**src/rtl/conv_pkg.sv**
```systemverilog
// -----------------------------------------------------------------------------
// conv_pkg
// Shared definitions for the convolution layer scheduler:
//   - FSM state encodings (plain localparam constants, 4 bits wide)
//   - helpers that derive the pass count and index widths from the layer
//     parameters, so the top level and the loop counter agree on them
// -----------------------------------------------------------------------------
package conv_pkg;

    localparam int STATE_W = 4;

    localparam logic [STATE_W-1:0] S_IDLE     = 4'd0;
    localparam logic [STATE_W-1:0] S_LOAD_WGT = 4'd1;
    localparam logic [STATE_W-1:0] S_WAIT_WGT = 4'd2;
    localparam logic [STATE_W-1:0] S_LOAD_IFM = 4'd3;
    localparam logic [STATE_W-1:0] S_WAIT_IFM = 4'd4;
    localparam logic [STATE_W-1:0] S_COMPUTE  = 4'd5;
    localparam logic [STATE_W-1:0] S_WAIT_CMP = 4'd6;
    localparam logic [STATE_W-1:0] S_STORE    = 4'd7;
    localparam logic [STATE_W-1:0] S_WAIT_OFM = 4'd8;
    localparam logic [STATE_W-1:0] S_FINISH   = 4'd9;

    // Number of filter passes needed to cover the whole layer.
    function automatic int num_passes(input int no_filter, input int filters_per_pass);
        return no_filter / filters_per_pass;
    endfunction

    // Index width: one spare bit so a count of 1 still yields a legal 1-bit vector.
    function automatic int idx_width(input int count);
        return $clog2(count) + 1;
    endfunction

endpackage

```
**src/rtl/sched_loop_counter.sv**
```systemverilog
// -----------------------------------------------------------------------------
// sched_loop_counter
// Two-level nested loop counter: tile index is the inner loop, pass index the
// outer loop. On advance the tile steps; when the last tile wraps to 0 the pass
// steps, unless it is already the last pass, in which case it holds so the
// final pass number stays visible after the layer ends.
// Ports:
//   clk, rst   clock / synchronous active-high reset
//   clear      zero both indices (new layer accepted)
//   advance    one tile finished
//   pass_idx   current pass
//   tile_idx   current tile
//   last_tile  tile_idx is the final tile of a pass
//   last_pass  pass_idx is the final pass of the layer
// -----------------------------------------------------------------------------
module sched_loop_counter #(
    parameter int NPASS  = 4,
    parameter int NTILE  = 4,
    parameter int PASS_W = 3,
    parameter int TILE_W = 3
) (
    input  logic              clk,
    input  logic              rst,
    input  logic              clear,
    input  logic              advance,
    output logic [PASS_W-1:0] pass_idx,
    output logic [TILE_W-1:0] tile_idx,
    output logic              last_tile,
    output logic              last_pass
);

    logic [PASS_W-1:0] pass_q, pass_d;
    logic [TILE_W-1:0] tile_q, tile_d;

    assign last_tile = (tile_q == TILE_W'(NTILE - 1));
    assign last_pass = (pass_q == PASS_W'(NPASS - 1));

    always_comb begin
        pass_d = pass_q;
        tile_d = tile_q;
        if (clear) begin
            pass_d = '0;
            tile_d = '0;
        end else if (advance) begin
            if (!last_tile) begin
                tile_d = tile_q + 1'b1;
            end else begin
                tile_d = '0;
                if (!last_pass) begin
                    pass_d = pass_q + 1'b1;
                end
            end
        end
    end

    always_ff @(posedge clk) begin
        if (rst) begin
            pass_q <= '0;
            tile_q <= '0;
        end else begin
            pass_q <= pass_d;
            tile_q <= tile_d;
        end
    end

    assign pass_idx = pass_q;
    assign tile_idx = tile_q;

endmodule

```
**src/rtl/conv_layer_scheduler.sv**
```systemverilog
// -----------------------------------------------------------------------------
// conv_layer_scheduler
// Sequences one convolution layer on the systolic array: for each filter pass
// the weights are loaded once, then every IFM tile goes through
// IFM load -> compute -> OFM store. Each step is a one-cycle request pulse to a
// helper block followed by a wait for that block's done pulse.
// Ports:
//   clk, rst                    clock / synchronous active-high reset
//   start, abort                begin layer (IDLE only) / return to IDLE at once
//   wgt_load / wgt_done         weight address controller handshake
//   ifm_load / ifm_done         IFM address controller handshake
//   compute_start/compute_done  array control handshake
//   ofm_store / ofm_done        OFM writer handshake
//   pass_idx, tile_idx          loop position, valid while busy
//   busy                        high in every state but IDLE
//   done                        one-cycle pulse after the last OFM store
//   busy_cycles                 saturating count of busy cycles in this layer
// -----------------------------------------------------------------------------
module conv_layer_scheduler
    import conv_pkg::*;
#(
    parameter int NO_FILTER        = 64,
    parameter int FILTERS_PER_PASS = 16,
    parameter int NO_TILE          = 4,
    parameter int CNT_WIDTH        = 32
) (
    input  logic                                         clk,
    input  logic                                         rst,
    input  logic                                         start,
    input  logic                                         abort,
    output logic                                         wgt_load,
    input  logic                                         wgt_done,
    output logic                                         ifm_load,
    input  logic                                         ifm_done,
    output logic                                         compute_start,
    input  logic                                         compute_done,
    output logic                                         ofm_store,
    input  logic                                         ofm_done,
    output logic [$clog2(NO_FILTER/FILTERS_PER_PASS):0]  pass_idx,
    output logic [$clog2(NO_TILE):0]                     tile_idx,
    output logic                                         busy,
    output logic                                         done,
    output logic [CNT_WIDTH-1:0]                         busy_cycles
);

    localparam int NPASS  = num_passes(NO_FILTER, FILTERS_PER_PASS);
    localparam int PASS_W = idx_width(NPASS);
    localparam int TILE_W = idx_width(NO_TILE);

    logic [STATE_W-1:0]   state_q, state_d;
    logic                 wgt_load_q, wgt_load_d;
    logic                 ifm_load_q, ifm_load_d;
    logic                 compute_start_q, compute_start_d;
    logic                 ofm_store_q, ofm_store_d;
    logic                 busy_q, busy_d;
    logic                 done_q, done_d;
    logic [CNT_WIDTH-1:0] busy_cycles_q, busy_cycles_d;
    logic [CNT_WIDTH-1:0] cnt_base;

    logic accept;
    logic advance;
    logic last_tile;
    logic last_pass;

    sched_loop_counter #(
        .NPASS  (NPASS),
        .NTILE  (NO_TILE),
        .PASS_W (PASS_W),
        .TILE_W (TILE_W)
    ) u_loop (
        .clk       (clk),
        .rst       (rst),
        .clear     (accept),
        .advance   (advance),
        .pass_idx  (pass_idx),
        .tile_idx  (tile_idx),
        .last_tile (last_tile),
        .last_pass (last_pass)
    );

    // NOTE: every signal assigned here gets a default first, so no path can
    // leave it unassigned and infer a latch.
    always_comb begin
        state_d = state_q;
        accept  = 1'b0;
        advance = 1'b0;
        case (state_q)
            S_IDLE: begin
                if (start) begin
                    state_d = S_LOAD_WGT;
                    accept  = 1'b1;
                end
            end
            S_LOAD_WGT: state_d = S_WAIT_WGT;
            S_WAIT_WGT: if (wgt_done)     state_d = S_LOAD_IFM;
            S_LOAD_IFM: state_d = S_WAIT_IFM;
            S_WAIT_IFM: if (ifm_done)     state_d = S_COMPUTE;
            S_COMPUTE:  state_d = S_WAIT_CMP;
            S_WAIT_CMP: if (compute_done) state_d = S_STORE;
            S_STORE:    state_d = S_WAIT_OFM;
            S_WAIT_OFM: begin
                if (ofm_done) begin
                    advance = 1'b1;
                    if (!last_tile) begin
                        state_d = S_LOAD_IFM;     // same weights, next tile
                    end else if (!last_pass) begin
                        state_d = S_LOAD_WGT;     // next filter pass
                    end else begin
                        state_d = S_FINISH;
                    end
                end
            end
            S_FINISH:   state_d = S_IDLE;
            default:    state_d = S_IDLE;
        endcase

        // Abort overrides everything, including a start in IDLE and a pending advance.
        if (abort) begin
            state_d = S_IDLE;
            accept  = 1'b0;
            advance = 1'b0;
        end
    end

    // Outputs are registered from the next state, so each pulse is high exactly
    // during the cycle the FSM sits in the matching request state.
    always_comb begin
        wgt_load_d      = (state_d == S_LOAD_WGT);
        ifm_load_d      = (state_d == S_LOAD_IFM);
        compute_start_d = (state_d == S_COMPUTE);
        ofm_store_d     = (state_d == S_STORE);
        busy_d          = (state_d != S_IDLE);
        done_d          = (state_d == S_FINISH);

        // Count the cycle being entered, so the value shown during FINISH
        // already includes FINISH itself.
        cnt_base      = accept ? '0 : busy_cycles_q;
        busy_cycles_d = cnt_base;
        if (busy_d && (cnt_base != '1)) begin
            busy_cycles_d = cnt_base + 1'b1;
        end
    end

    // NOTE: sequential state uses non-blocking assignments so every flop
    // samples pre-edge values regardless of statement order; reset is
    // synchronous, so it is tested inside the clocked block.
    always_ff @(posedge clk) begin
        if (rst) begin
            state_q         <= S_IDLE;
            wgt_load_q      <= 1'b0;
            ifm_load_q      <= 1'b0;
            compute_start_q <= 1'b0;
            ofm_store_q     <= 1'b0;
            busy_q          <= 1'b0;
            done_q          <= 1'b0;
            busy_cycles_q   <= '0;
        end else begin
            state_q         <= state_d;
            wgt_load_q      <= wgt_load_d;
            ifm_load_q      <= ifm_load_d;
            compute_start_q <= compute_start_d;
            ofm_store_q     <= ofm_store_d;
            busy_q          <= busy_d;
            done_q          <= done_d;
            busy_cycles_q   <= busy_cycles_d;
        end
    end

    assign wgt_load      = wgt_load_q;
    assign ifm_load      = ifm_load_q;
    assign compute_start = compute_start_q;
    assign ofm_store     = ofm_store_q;
    assign busy          = busy_q;
    assign done          = done_q;
    assign busy_cycles   = busy_cycles_q;

endmodule

```
**config.mk**
```make
export PLATFORM = sky130hd
export DESIGN_NAME = conv_layer_scheduler
export DESIGN_NICKNAME = d
export VERILOG_FILES = /design/src/rtl/conv_pkg.sv /design/src/rtl/sched_loop_counter.sv /design/src/rtl/conv_layer_scheduler.sv
export SDC_FILE = /design/constraint.sdc
export NUM_CORES = 1
export LEC_CHECK = 0
export CORE_MARGIN = 3
export CORE_UTILIZATION = 45
export DETAILED_ROUTE_END_ITERATION = 10
export PLACE_DENSITY = 0.75
export REMOVE_ABC_BUFFERS = 1
export SLEW_MARGIN = 20
export SYNTH_ARGS = -nofsm -noshare
export SYNTH_HDL_FRONTEND = slang
export SYNTH_HIERARCHICAL = 1
export SYNTH_SLANG_ARGS = --single-unit
```
**constraint.sdc**
```tcl
create_clock -name clk -period 3.5 [get_ports clk]
set_input_delay 0.7 -clock clk [delete_from_list [all_inputs] [get_ports clk]]
set_output_delay 0.7 -clock clk [all_outputs]
set_load 0.005 [all_outputs]
```
After elaboration in Yosys (flattened, before gate mapping)
Cells that the tools add are included.

word-level totals
  input port bits = 8
  output and inout port bits = 44
  bits in registers = 48
  word-level logic and storage cells = 53

operators by class
  muxes and demuxes = 18
  equal/unequal tests = 16
  bitwise gates (word level) = 1
  add/subtract/negate cells = 3
  reductions and logical operators = 5

operators with widths
  kind                                           count
  two-way mux 32 bit                             2
  case mux 4 bit (9 select lines)                1
  adder 32 x 1 -> 32 bit, second input constant  1
  two-way mux 4 bit                              8
  inequality test 32 bit, second input constant  1
  == test 4 x 3 -> 1 bit, second input constant  6
  == test 4 x 2 -> 1 bit, second input constant  3
  == test 4 x 1 -> 1 bit, second input constant  2
  == test 4 bit, second input constant           2
  adder 3 x 1 -> 3 bit, second input constant    2
  == test 3 x 2 -> 1 bit, second input constant  2
  two-way mux 1 bit                              6
  logical NOT 4 bit                              1
  nonzero test 4 bit                             1
  two-way mux 3 bit                              1
  AND reduction 3 bit                            1
  OR reduction 2 bit                             1
  logical AND 1 bit                              1
  inverter 1 bit                                 1

Depth between registers and ports, before layout
Gate-level depths: netlist of the first run.

  depth after elaboration = 9
  depth in mapped cells = 14
  gate-level depth less buffers = 10

Modules after synthesis
Netlist of the first run, hierarchy kept.

modules (own cells, without submodules)
  module                seq. area each (um^2)  times used  cells each  area each (um^2)
  conv_layer_scheduler  840.8                  1           260         2135.8
  sched_loop_counter    120.1                  1           30          291.5

Worst setup path before layout of the first run
No wires, ideal clock.

  path type = in2reg
  start point = in abort
  end point = reg busy_cycles_q[10] (netlist: busy_cycles[10])
  data arrival time = 2.996 ns
  stages = 13
  buffers on the path = 3
  path slack = 0.433 ns
  cells stage by stage = buf_2 -> nor3b_1 -> nand2_1 -> clkbuf_1 -> and2_1 -> ha_1 -> nand3_1 -> a21oi_1 -> nand2b_1 -> o21ai_2 -> buf_2 -> or3_1 -> a21oi_1

between the ends
  cells in the longest elaborated chain, start to end = 5
  elaborated cells between the ends (all ways) = 8
  those cells by class = add/sub (1); eq/ne (1); mux (4); reduce/logical (2)

ends and longest elaborated chain
  what                                                            RTL line                     RTL
  start: declaration                                              conv_layer_scheduler.sv:30   input logic abort,
  branches (longest 4 deep; another with adder 32 x 1 -> 32 bit)  n/a
  two-way mux 32 bit (*)                                          conv_layer_scheduler.sv:139  if (busy_d && (cnt_base != '1)) begin
  end signal: assignment                                          conv_layer_scheduler.sv:165  busy_cycles_q <= busy_cycles_d;
  end: declaration                                                conv_layer_scheduler.sv:57   logic [CNT_WIDTH-1:0] busy_cycles_q, busy_cycles_d;

Mark *: on every way between the ends.
A chain may end at the register's enable or synchronous reset.

Final worst setup path of the first run
  start point = in start
  end point = reg busy_cycles_q[15] (netlist: busy_cycles[15])

between the ends
  cells in the longest elaborated chain, start to end = 7
  elaborated cells between the ends (all ways) = 12
  those cells by class = add/sub (1); eq/ne (1); mux (8); reduce/logical (2)

ends and longest elaborated chain
  what                                                            RTL line                     RTL
  start: declaration                                              conv_layer_scheduler.sv:29   input logic start,
  branches (longest 6 deep; another with adder 32 x 1 -> 32 bit)  n/a
  two-way mux 32 bit (*)                                          conv_layer_scheduler.sv:139

Marks and branches as above.

==> results of run 1 <==
==> report_power, final <==
part           switching [mW]  internal, mW  total, mW
registers             0.00447         0.549      0.554
clock network           0.183         0.211      0.394
logic                  0.0421        0.0301     0.0722
total                   0.229         0.791       1.02
==> layout by cell type, fill, tap and decap left out, types with 2 or more instances in the layout <==
cell type and n:
nor2b_1 2, dfxtp_1 48, or4_1 4, nand4_1 10, nor3_1 7, nand2b_1 4
or3_1 15, clkdlybuf4s50_1 51, mux2i_1 3, ha_1 4, o211ai_1 6, nand3_1 11
a211o_1 3, xnor2_1 9, o21ai_0 15, o2111ai_1 3, and4_1 6, nand2_1 30
nor3b_1 2, nand2b_2 2, and2_1 4, a21o_1 2, clkbuf_8 5, buf_4 12
xor2_1 3, o21a_1 3, nor2_1 22, a21oi_1 25, inv_1 8, and3_1 6
==> layout make-up <==
class | count | area share
clock buffers | 5 | 0.0219
clock inverters | 3 | 0.0135
inverters | 8 | 0.00956
multi-input cells | 218 | 0.430
flip-flops and latches | 48 | 0.306
well taps | 70 | 0.0279
repair buffers | 63 | 0.191
==> path summary, 6_finish.rpt <==
| path | slack (ns) | cells after the start | endpoint | startpoint |
|---|---|---|---|---|
| worst max-delay path | 0.42 | 12 | busy_cycles[15]$_SDFF_PP0_ | start |
| worst min-delay path | 0.46 | 2 | u_loop/tile_idx[2]$_SDFFE_PP0P_ | u_loop/tile_idx[2]$_SDFFE_PP0P_ |
| worst max register to register | 0.77 | 11 | busy_cycles[15]$_SDFF_PP0_ | state_q[1]$_SDFF_PP0_ |
| worst min register to register | 0.46 | 2 | u_loop/tile_idx[2]$_SDFFE_PP0P_ | u_loop/tile_idx[2]$_SDFFE_PP0P_ |
==> synth_stat cells (5+ instances only) <==
| library cell | number |
|---|---|
| nand2_1 | 30 |
| nor2_1 | 22 |
| buf_2 | 5 |
| clkbuf_1 | 6 |
| o21ai_0 | 15 |
| a21oi_1 | 25 |
| nor3_1 | 7 |
| nand3_1 | 11 |
| or3_1 | 15 |
| xnor2_1 | 9 |
| inv_1 | 8 |
| dfxtp_1 | 48 |
| nand4_1 | 10 |
| and3_1 | 6 |
| o211ai_1 | 6 |
| and4_1 | 6 |
==> sequential cells by signal, summed over array words and instances, names as in the netlist <==
| name | cells |
|---|---|
| state_q | 4 |
| u_loop/tile_idx | 3 |
| done | 1 |
| busy_cycles | 32 |
| wgt_load | 1 |
| u_loop/pass_idx | 3 |
| ifm_load | 1 |
| busy | 1 |
| compute_start | 1 |
| ofm_store | 1 |
==> cells by family after synthesis <==
kind of cell | count (synthesis) | synth area share
XOR/XNOR | 12 | 0.0433
multiplexers | 3 | 0.0124
AO/OA/AOI/OAI | 67 | 0.182
adder cells (fa/ha/maj) | 4 | 0.0206
buffers and inverters | 24 | 0.0474
flip-flops | 48 | 0.396
AND/OR/NAND/NOR | 132 | 0.298
==> critical path, stage by stage <==
cell,delay [ns]
clkdlybuf4s50_1,0.48
nor3b_1,0.27
nand2_1,0.16
and2_1,0.23
ha_1,0.23
nand3_1,0.12
a21oi_1,0.07
nand2b_1,0.23
o21ai_2,0.09
buf_4,0.21
or3_1,0.36
a21oi_1,0.15
==> per-stage QoR <==
step / cells / utilization / power, mW
floorplan: 274 / - / 0.600
global placement: 407 / 0.586 / 0.637
detailed placement: 407 / 0.586 / 0.638
CTS: 415 / 0.607 / 1.03
global route: 415 / 0.607 / 1.06
finish: 415 / 0.607 / 1.02
==> layer usage <==
| metal | part of all wire | global-route usage | wire, um | vias up |
|---|---|---|---|---|
| met4 | 0.012 | 0.0619 | 67 | 0 |
| li1 | - | - | - | 1158 |
| met3 | 0.055 | 0.0282 | 311 | 5 |
| met5 | 0 | 0 | 0 | - |
| met1 | 0.48 | 0.251 | 2680 | 1054 |
| met2 | 0.46 | 0.296 | 2560 | 76 |
==> results_dict.tcl, run 1 <==
set metrics [dict create \
    grt_remaining_overflow 0 \
    detail_route.iter0.violations 156 \
    ys.flop_type "dfxtp_1" \
    fin_nets 356 \
    slew_headroom 0.637 \
    initial_core_util 0.469 \
    p_per_area_nw_per_um2 325 \
    syn_avg_cell_area_um2 8.37 \
    setup_viol 0 \
    cp-start-kind "primary input" \
    place_area_um2 3030 \
    hold_class "register to register" \
    end_kind "register" \
    final.setup.tns_ns 0 \
    grt_usage 0.184 \
    drc 0 \
    core_um2 5170 \
    yosys-top-cells-area "dfxtp_1 (40%), a21oi_1 (5.2%), nand2_1 (4.6%)" \
    finalClockSkew_ns 0.00901 \
    post-route-min-period_ns 3.08 \
    fmax_ghz 0.325 \
    io_pins 52 \
    cts.path.max_buffers 2 \
    cts-hold-fix-buffers 0 \
    whs_ns 0.461 \
    cts_tree "yes" \
    clock_latency_ns 0.30 \
    die_w_um 79.4 \
    dr.pass1.iters 4 \
    drv_slew 0 \
    grt_max_degree 20 \
    gp_congestion 0.862 \
    wire_per_inst_um 13.5 \
    cts_buffers 5 \
    synth_top_area_frac 0.396 \
    vias_per_cell 5.53 \
    routed-via-count 2293 \
    port-buffer-count 51 \
    wirelength_mm 5.61 \
    cap_violations 0 \
    nFillCells 437 \
    syn_area_um2 2430 \
    hold_viol 0 \
    ff_latch_area_um2 961 \
    async_flop_share 0 \
    cp.arrival_ns 3.31 \
    rows 26 \
    multi_input_area_um2 1350 \
    die_area_um2 6310 \
    grt_pass1_vias 2139 \
    cts_sinks 48 \
    post-dp-hpwl_mm 4.09 \
    grt_pass1_wl_mm 9.55 \
    clkTransAtPathRegs_ns 0.09 \
    htree_levels 2 \
    synth.largest_area_cell "dfxtp_1" \
    synth_edf_count 0 \
    diodes 0 \
    antenna_found_initial 0 \
    ctsResizeCount 0 \
    drive_gt1_frac 0.0870 \
    area_growth_pct 29.4 \
    p_leak_nw 1.04 \
    min_period_over_period 0.879 \
    ant_nets 0 \
    synthCells 290 \
    tightest_slew_ns 0.543 \
    cp_max_fo 19 \
    post-route-cell-area_um2 3140 \
    synth_seq_cells 48 \
    ir_worst_vdd_uv 206 \
    ys_types 49 \
    cts-root-buf "clkbuf_8" \
    status "finished clean" \
    post_cts_buffers 0 \
    preCtsSetupSlack_ns 0.192 \
    yosysWarningCount 6 \
    seq_area_frac_synth 0.396 \
    post-route-worst-setup-slack_ns 0.424 \
    rsz0062_at_grt "no" \
    worst_ep_required_time_ns 3.73 \
    crit_type "primary input to register" \
    die_height_um 79.4 \
]
(Power assumes the default switching activity.)
==> run 2: changes to the inputs <==
TNS_END_PERCENT = 30   (was default)
==> results of run 2 <==
Final layout, timing and power as in run 1 (identical DEF).
==> run 3: changes to the inputs <==
CTS_CLUSTER_SIZE = 30   (was default)
==> results of run 3 <==
Final layout, timing and power as in run 1 (identical DEF).
==> RTL edit 1: new RTL, config.mk and constraints of run 2 <==
Set the package constant `S_WAIT_OFM` to 4'd4 (it was 4'd8).
--- a/src/rtl/conv_pkg.sv
+++ b/src/rtl/conv_pkg.sv
@@ -18,5 +18,5 @@
     localparam logic [STATE_W-1:0] S_WAIT_CMP = 4'd6;
     localparam logic [STATE_W-1:0] S_STORE    = 4'd7;
-    localparam logic [STATE_W-1:0] S_WAIT_OFM = 4'd8;
+    localparam logic [STATE_W-1:0] S_WAIT_OFM = 4'd4;
     localparam logic [STATE_W-1:0] S_FINISH   = 4'd9;
 
Formal check against the unedited RTL: not equivalent (a bounded check fails within 10 cycles, from zero or initial values and one cycle with rst high).
==> RTL edit 1 against run 2 <==
- register-to-register slack improved by 330 ps
- design area rose by 0.20%
- routed wire length rose by 5.9%
- synthesized area up 2.0%
- sequential cell count stayed put
- largest cell class unchanged
- highest routed layer unchanged
- power grew 0.40%
- setup slack improved by 310 ps
- global-route usage is 1.1 points higher
==> RTL edit 1: results (changes against run 2) <==
- Status: completed (unchanged)
- Register clock-pin slew on the reported worst setup and hold paths: about 100 ps
- Port Buffers: 50 (was 51)
- Worst reg2reg path startpoint: state_q[0] (was state_q[1])
- Worst r2r path cells: 5 (was 11)
- Clock Latency Late Sink: 310 ps
- Mean Syn Cell Area: 8.34 µm² (was 8.37 µm²)
- Max FO, Critical Path: 10 (was 19)
- Placed insts: 412 (was 407)
- Max reg flops: 32 (unchanged)
- HPWL after DPL: 4260 µm (was 4090 µm)
- Worst vdd ir: 173 µV (was 206 µV)
- Depth of the CTS H-tree: 2 (unchanged)
- RR Endpoint: busy_cycles[25] (was busy_cycles[15])
- Ant. Diodes: 0 (unchanged)
- Dpl ws: 446 ps (was 192 ps)
- R2r setup slk: 1100 ps (was 770 ps)
- Leak pwr: 1.08 nW (was 1.04 nW)
- Crit-path slowest cell: a311oi_2 (was clkdlybuf4s50_1)
- CTS Root Cell: clkbuf_8 (unchanged)
- WHS Path Cells: 2 (unchanged)
- CP Launch Point: start (unchanged)
- Total CTS buffers: 5 (unchanged)
- Worst EP arrival: 2980 ps (was 3310 ps)
- Vias per Instance: 5.82 (was 5.53)
- Cts repair resizes: 0 (unchanged)
- Detail Route met2 WL: 2690 µm (was 2560 µm)
- Post-route minimum period: 2760 ps (was 3080 ps)
- Hold Path Class: reg -> reg (unchanged)
- Slew at the pin closest to its max-slew limit: 716 ps (was 543 ps)
- WL met3: 279 µm (was 311 µm)
- Drt first pass iters: 4 (unchanged)
- Initial antenna violation count: 0 (unchanged)
- Gpl congestion: 0.868 (was 0.862)
- Worst clock skew: 8.52 ps (was 9.01 ps)
- First-pass GRT wire length: 10100 µm (was 9550 µm)
- Clock Tree Buf Depth: 2 (unchanged)
- Layout cell share with drive strength beyond 1: 6.57% (was 8.70%)
- Max Used Layer: met4 (unchanged)
- YS warnings: 6 (unchanged)
- Metal-1 WL: 2870 µm (was 2680 µm)
- Largest net degree at the start of global routing: 24 (was 20)
- Fin cells: 420 (was 415)
- Vias in the first global route: 2138 (was 2139)
- Net load switching power: 0.236 mW (was 0.229 mW)
- CP top delay family: compound AO/OA/AOI/OAI gates (was simple AND/OR/NAND/NOR gates)
- Crit-path max cell delay: 640 ps (was 480 ps)
- Post-CTS Setup Repair Bufs: 0 (unchanged)
- Drt wl/cell: 14.2 µm (was 13.5 µm)
- Total GRT Usage: 19.6% (was 18.4%)
- Fillers: 487 (was 437)
- Iter 0 DRT Violations: 133 (was 156)
- Worst setup path end: busy_cycles[17] (was busy_cycles[15])
- NumNets Final: 360 (was 356)
## RTL edit 1: cell count changes in the layout (fill, tap and decap cells not counted), sizes merged, moves of 5 or more
cell	delta
buf	-10
nand2	+10
nand3	+9
o21ai	-9
conb	+8
or3	-7
xnor2	-7
or4	+5
## RTL edit 1: power groups by stage
stage	Clock, mW	Combinational [mW]	Sequential [mW]
6_report	0.416	0.0545	0.554
5_1_grt	0.450	0.0609	0.556
4_1_cts	0.426	0.0542	0.555
3_5_place_dp	0	0.0538	0.567
3_3_place_gp	0	0.0536	0.567
2_1_floorplan	0	0.0255	0.567
## RTL edit 1: through the flow
step / area, µm² / power (mW)
after CTS: 3150 / 1.04
after floorplan: 2430 / 0.593
after detailed placement: 3030 / 0.621
after global routing: 3150 / 1.07
after global placement: 3030 / 0.621
final: 3150 / 1.02
## RTL edit 1: how the worst min path moves through the flow
stage                       startpoint                 end  slack [ps]
floorplan           u_loop/tile_idx[2]  u_loop/tile_idx[2]         440
global placement    u_loop/tile_idx[2]  u_loop/tile_idx[2]         450
detailed placement  u_loop/tile_idx[2]  u_loop/tile_idx[2]         450
CTS                 u_loop/tile_idx[2]  u_loop/tile_idx[2]         460
global route           busy_cycles[15]     busy_cycles[15]         490
finish              u_loop/tile_idx[2]  u_loop/tile_idx[2]         460
## RTL edit 1: worst reg2reg max path, delay by kind of cell (launching register included)
kind / cells / cell delay, ps
simple gates: 4 / 1470
flops: 1 / 510
mux: 1 / 330
## RTL edit 1: final cells by class
| type | instances | area [µm²] | share of cell area (%) |
|---|---|---|---|
| multi-input combinational | 236 | 1450 | 45.9 |
| sequential | 48 | 961 | 30.5 |
| timing repair buffer | 52 | 515 | 16.4 |
| tap | 70 | 87.6 | 2.78 |
| clock buffer | 5 | 68.8 | 2.19 |
| clock inverter | 3 | 47.5 | 1.51 |
| inverter | 6 | 22.5 | 0.715 |
## RTL edit 1: routing by layer
layer  up-vias  track usage (%)
met1      1152             26.4
met5         -                0
met2        69             29.8
li1       1210                -
met4         0             8.11
met3        12             4.48
==> RTL edit 2: new RTL, config.mk and constraints of run 2 <==
Made on the original files. Register the inputs `start`, `abort`, `wgt_done`, `ifm_done`, `compute_done` and `ofm_done` before use. The logic sees them one clock later.
--- a/src/rtl/conv_layer_scheduler.sv
+++ b/src/rtl/conv_layer_scheduler.sv
@@ -48,4 +48,20 @@
     localparam int TILE_W = idx_width(NO_TILE);
 
+    logic start_q;
+    logic abort_q;
+    logic wgt_done_q;
+    logic ifm_done_q;
+    logic compute_done_q;
+    logic ofm_done_q;
+
+    always_ff @(posedge clk) begin
+        start_q        <= start;
+        abort_q        <= abort;
+        wgt_done_q     <= wgt_done;
+        ifm_done_q     <= ifm_done;
+        compute_done_q <= compute_done;
+        ofm_done_q     <= ofm_done;
+    end
+
     logic [STATE_W-1:0]   state_q, state_d;
     logic                 wgt_load_q, wgt_load_d;
@@ -87,5 +103,5 @@
         case (state_q)
             S_IDLE: begin
-                if (start) begin
+                if (start_q) begin
                     state_d = S_LOAD_WGT;
                     accept  = 1'b1;
@@ -93,12 +109,12 @@
             end
             S_LOAD_WGT: state_d = S_WAIT_WGT;
-            S_WAIT_WGT: if (wgt_done)     state_d = S_LOAD_IFM;
+            S_WAIT_WGT: if (wgt_done_q)     state_d = S_LOAD_IFM;
             S_LOAD_IFM: state_d = S_WAIT_IFM;
-            S_WAIT_IFM: if (ifm_done)     state_d = S_COMPUTE;
+            S_WAIT_IFM: if (ifm_done_q)     state_d = S_COMPUTE;
             S_COMPUTE:  state_d = S_WAIT_CMP;
-            S_WAIT_CMP: if (compute_done) state_d = S_STORE;
+            S_WAIT_CMP: if (compute_done_q) state_d = S_STORE;
             S_STORE:    state_d = S_WAIT_OFM;
             S_WAIT_OFM: begin
-                if (ofm_done) begin
+                if (ofm_done_q) begin
                     advance = 1'b1;
                     if (!last_tile) begin
@@ -116,5 +132,5 @@
 
         // Abort overrides everything, including a start in IDLE and a pending advance.
-        if (abort) begin
+        if (abort_q) begin
             state_d = S_IDLE;
             accept  = 1'b0;
Check against the original RTL: not equivalent (a bounded check fails within 4 cycles, from zero or initial values and one cycle with rst high).
==> RTL edit 2 against run 2 <==
- sequential share of layout area rose by 3.3 points
- global-route usage decreased by 0.66 points
- synthesized area grew 4.9%
- power is 1.5% higher
- critical path depth fell by 2
- first-iteration DRC count is 13% lower
- sequential cell count rose by 6
- core utilization fell by 0.62 points
- sequential power is 13% higher
- setup slack better by 10 ps
- register-to-register slack got worse by 340 ps
- clock power shrank 13%
- design area increased by 1.5%
- routed wire length down 1.1%
- largest cell class unchanged
==> RTL edit 2: results (changes against run 2) <==
- Status: completed (unchanged)
- Max reg flops: 32 (unchanged)
- NumNets Final: 354 (was 356)
- Hold Path Class: reg -> reg (unchanged)
- Worst clock skew: 8.64 ps (was 9.01 ps)
- Post-synthesis mux area share: 1.18% (was 1.24%)
- First-pass GRT wire length: 9230 µm (was 9550 µm)
- Met3 usage: 5.32% (was 2.82%)
- Grt met1 use: 23.7% (was 25.1%)
- Total CTS buffers: 5 (unchanged)
- Port Buffers: 51 (unchanged)
- Drt wl/cell: 13.4 µm (was 13.5 µm)
- Adder-cell area share of the yosys netlist: 1.96% (was 2.06%)
- HPWL after DPL: 4000 µm (was 4090 µm)
- Pint: 0.789 mW (was 0.791 mW)
- Crit-path slowest cell: or4_1 (was clkdlybuf4s50_1)
- Worst r2r path cells: 10 (was 11)
- Worst setup path end: busy_cycles[12] (was busy_cycles[15])
- Iter 0 DRT Violations: 136 (was 156)
- Slew at the pin closest to its max-slew limit: 570 ps (was 543 ps)
- Layout cell share with drive strength beyond 1: 6.41% (was 8.70%)
- Clock share of power: 33.0% (was 38.6%)
- Max FO, Critical Path: 21 (was 19)
- Worst EP arrival: 3300 ps (was 3310 ps)
- Seq group: 0.628 mW (was 0.554 mW)
- Total GRT Usage: 17.8% (was 18.4%)
- CP Launch Point: state_q[3] (was start)
- Synth Area in XOR/XNOR: 4.13% (was 4.33%)
- Vias per Instance: 5.55 (was 5.53)
- CP top delay family: simple AND/OR/NAND/NOR gates (unchanged)
- Vias in the first global route: 2013 (was 2139)
- Gpl congestion: 0.890 (was 0.862)
- Metal-1 WL: 2670 µm (was 2680 µm)
- Met2 Usage GRT: 27.4% (was 29.6%)
- Worst vdd ir: 214 µV (was 206 µV)
- Crit-path max cell delay: 510 ps (was 480 ps)
- WL met3: 328 µm (was 311 µm)
- Detail Route met2 WL: 2480 µm (was 2560 µm)
- Sequential element share of the synthesized area: 42.4% (was 39.6%)
- Leak pwr: 1.05 nW (was 1.04 nW)
- Ys async rst share: 0% (unchanged)
- Distinct cell type count after synthesis: 49 (unchanged)
- Ranking of synthesized cells by area: dfxtp_1 (42%), a21oi_1 (4.9%), nand2_1 (4.4%) (was dfxtp_1 (40%), a21oi_1 (5.2%), nand2_1 (4.6%))
- R2r setup slk: 430 ps (was 770 ps)
- Sequential Power Share: 60.7% (was 54.3%)
- Largest net degree at the start of global routing: 23 (was 20)
- Post-synth top cells: dfxtp_1 (54), nand2_1 (30), a21oi_1 (25) (was dfxtp_1 (48), nand2_1 (30), a21oi_1 (25))
- Synth Area in Compound Gates: 17.3% (was 18.2%)
==> RTL edit 2: changes by cell type after synthesis <==
cell / before / now
dfxtp_1: 48 / 54
==> RTL edit 2: kinds of logic after synthesis <==
group,count (synthesis)
and+or+nand+nor,132
AOI/OAI and AO/OA,67
DFF,54
buffers and inverters,24
xor gates and xnor gates,12
adders and majority gates,4
muxes,3
==> RTL edit 2: final cells by class <==
type                    count  area, µm²
fillers                   463       2110
multi-input cells         218       1360
flip-flops and latches     54       1080
repair buffers             55        541
well taps                  70       87.6
clock buffers               5       68.8
inverters                   8       30.0
clock inverters             3       21.3
==> RTL edit 2: per-stage QoR <==
stage | utilization (%) | hold WS [ps] | area (µm²) | std cells | worst slack, ps
after floorplan | - | 442 | 2460 | 280 | 609
after global placement | 58.3 | 449 | 3090 | 405 | 556
after detailed placement | 58.3 | 456 | 3090 | 405 | 416
after CTS | 60.0 | 473 | 3180 | 413 | 387
after global routing | 60.1 | 505 | 3190 | 413 | 127
final | 60.1 | 472 | 3190 | 413 | 434
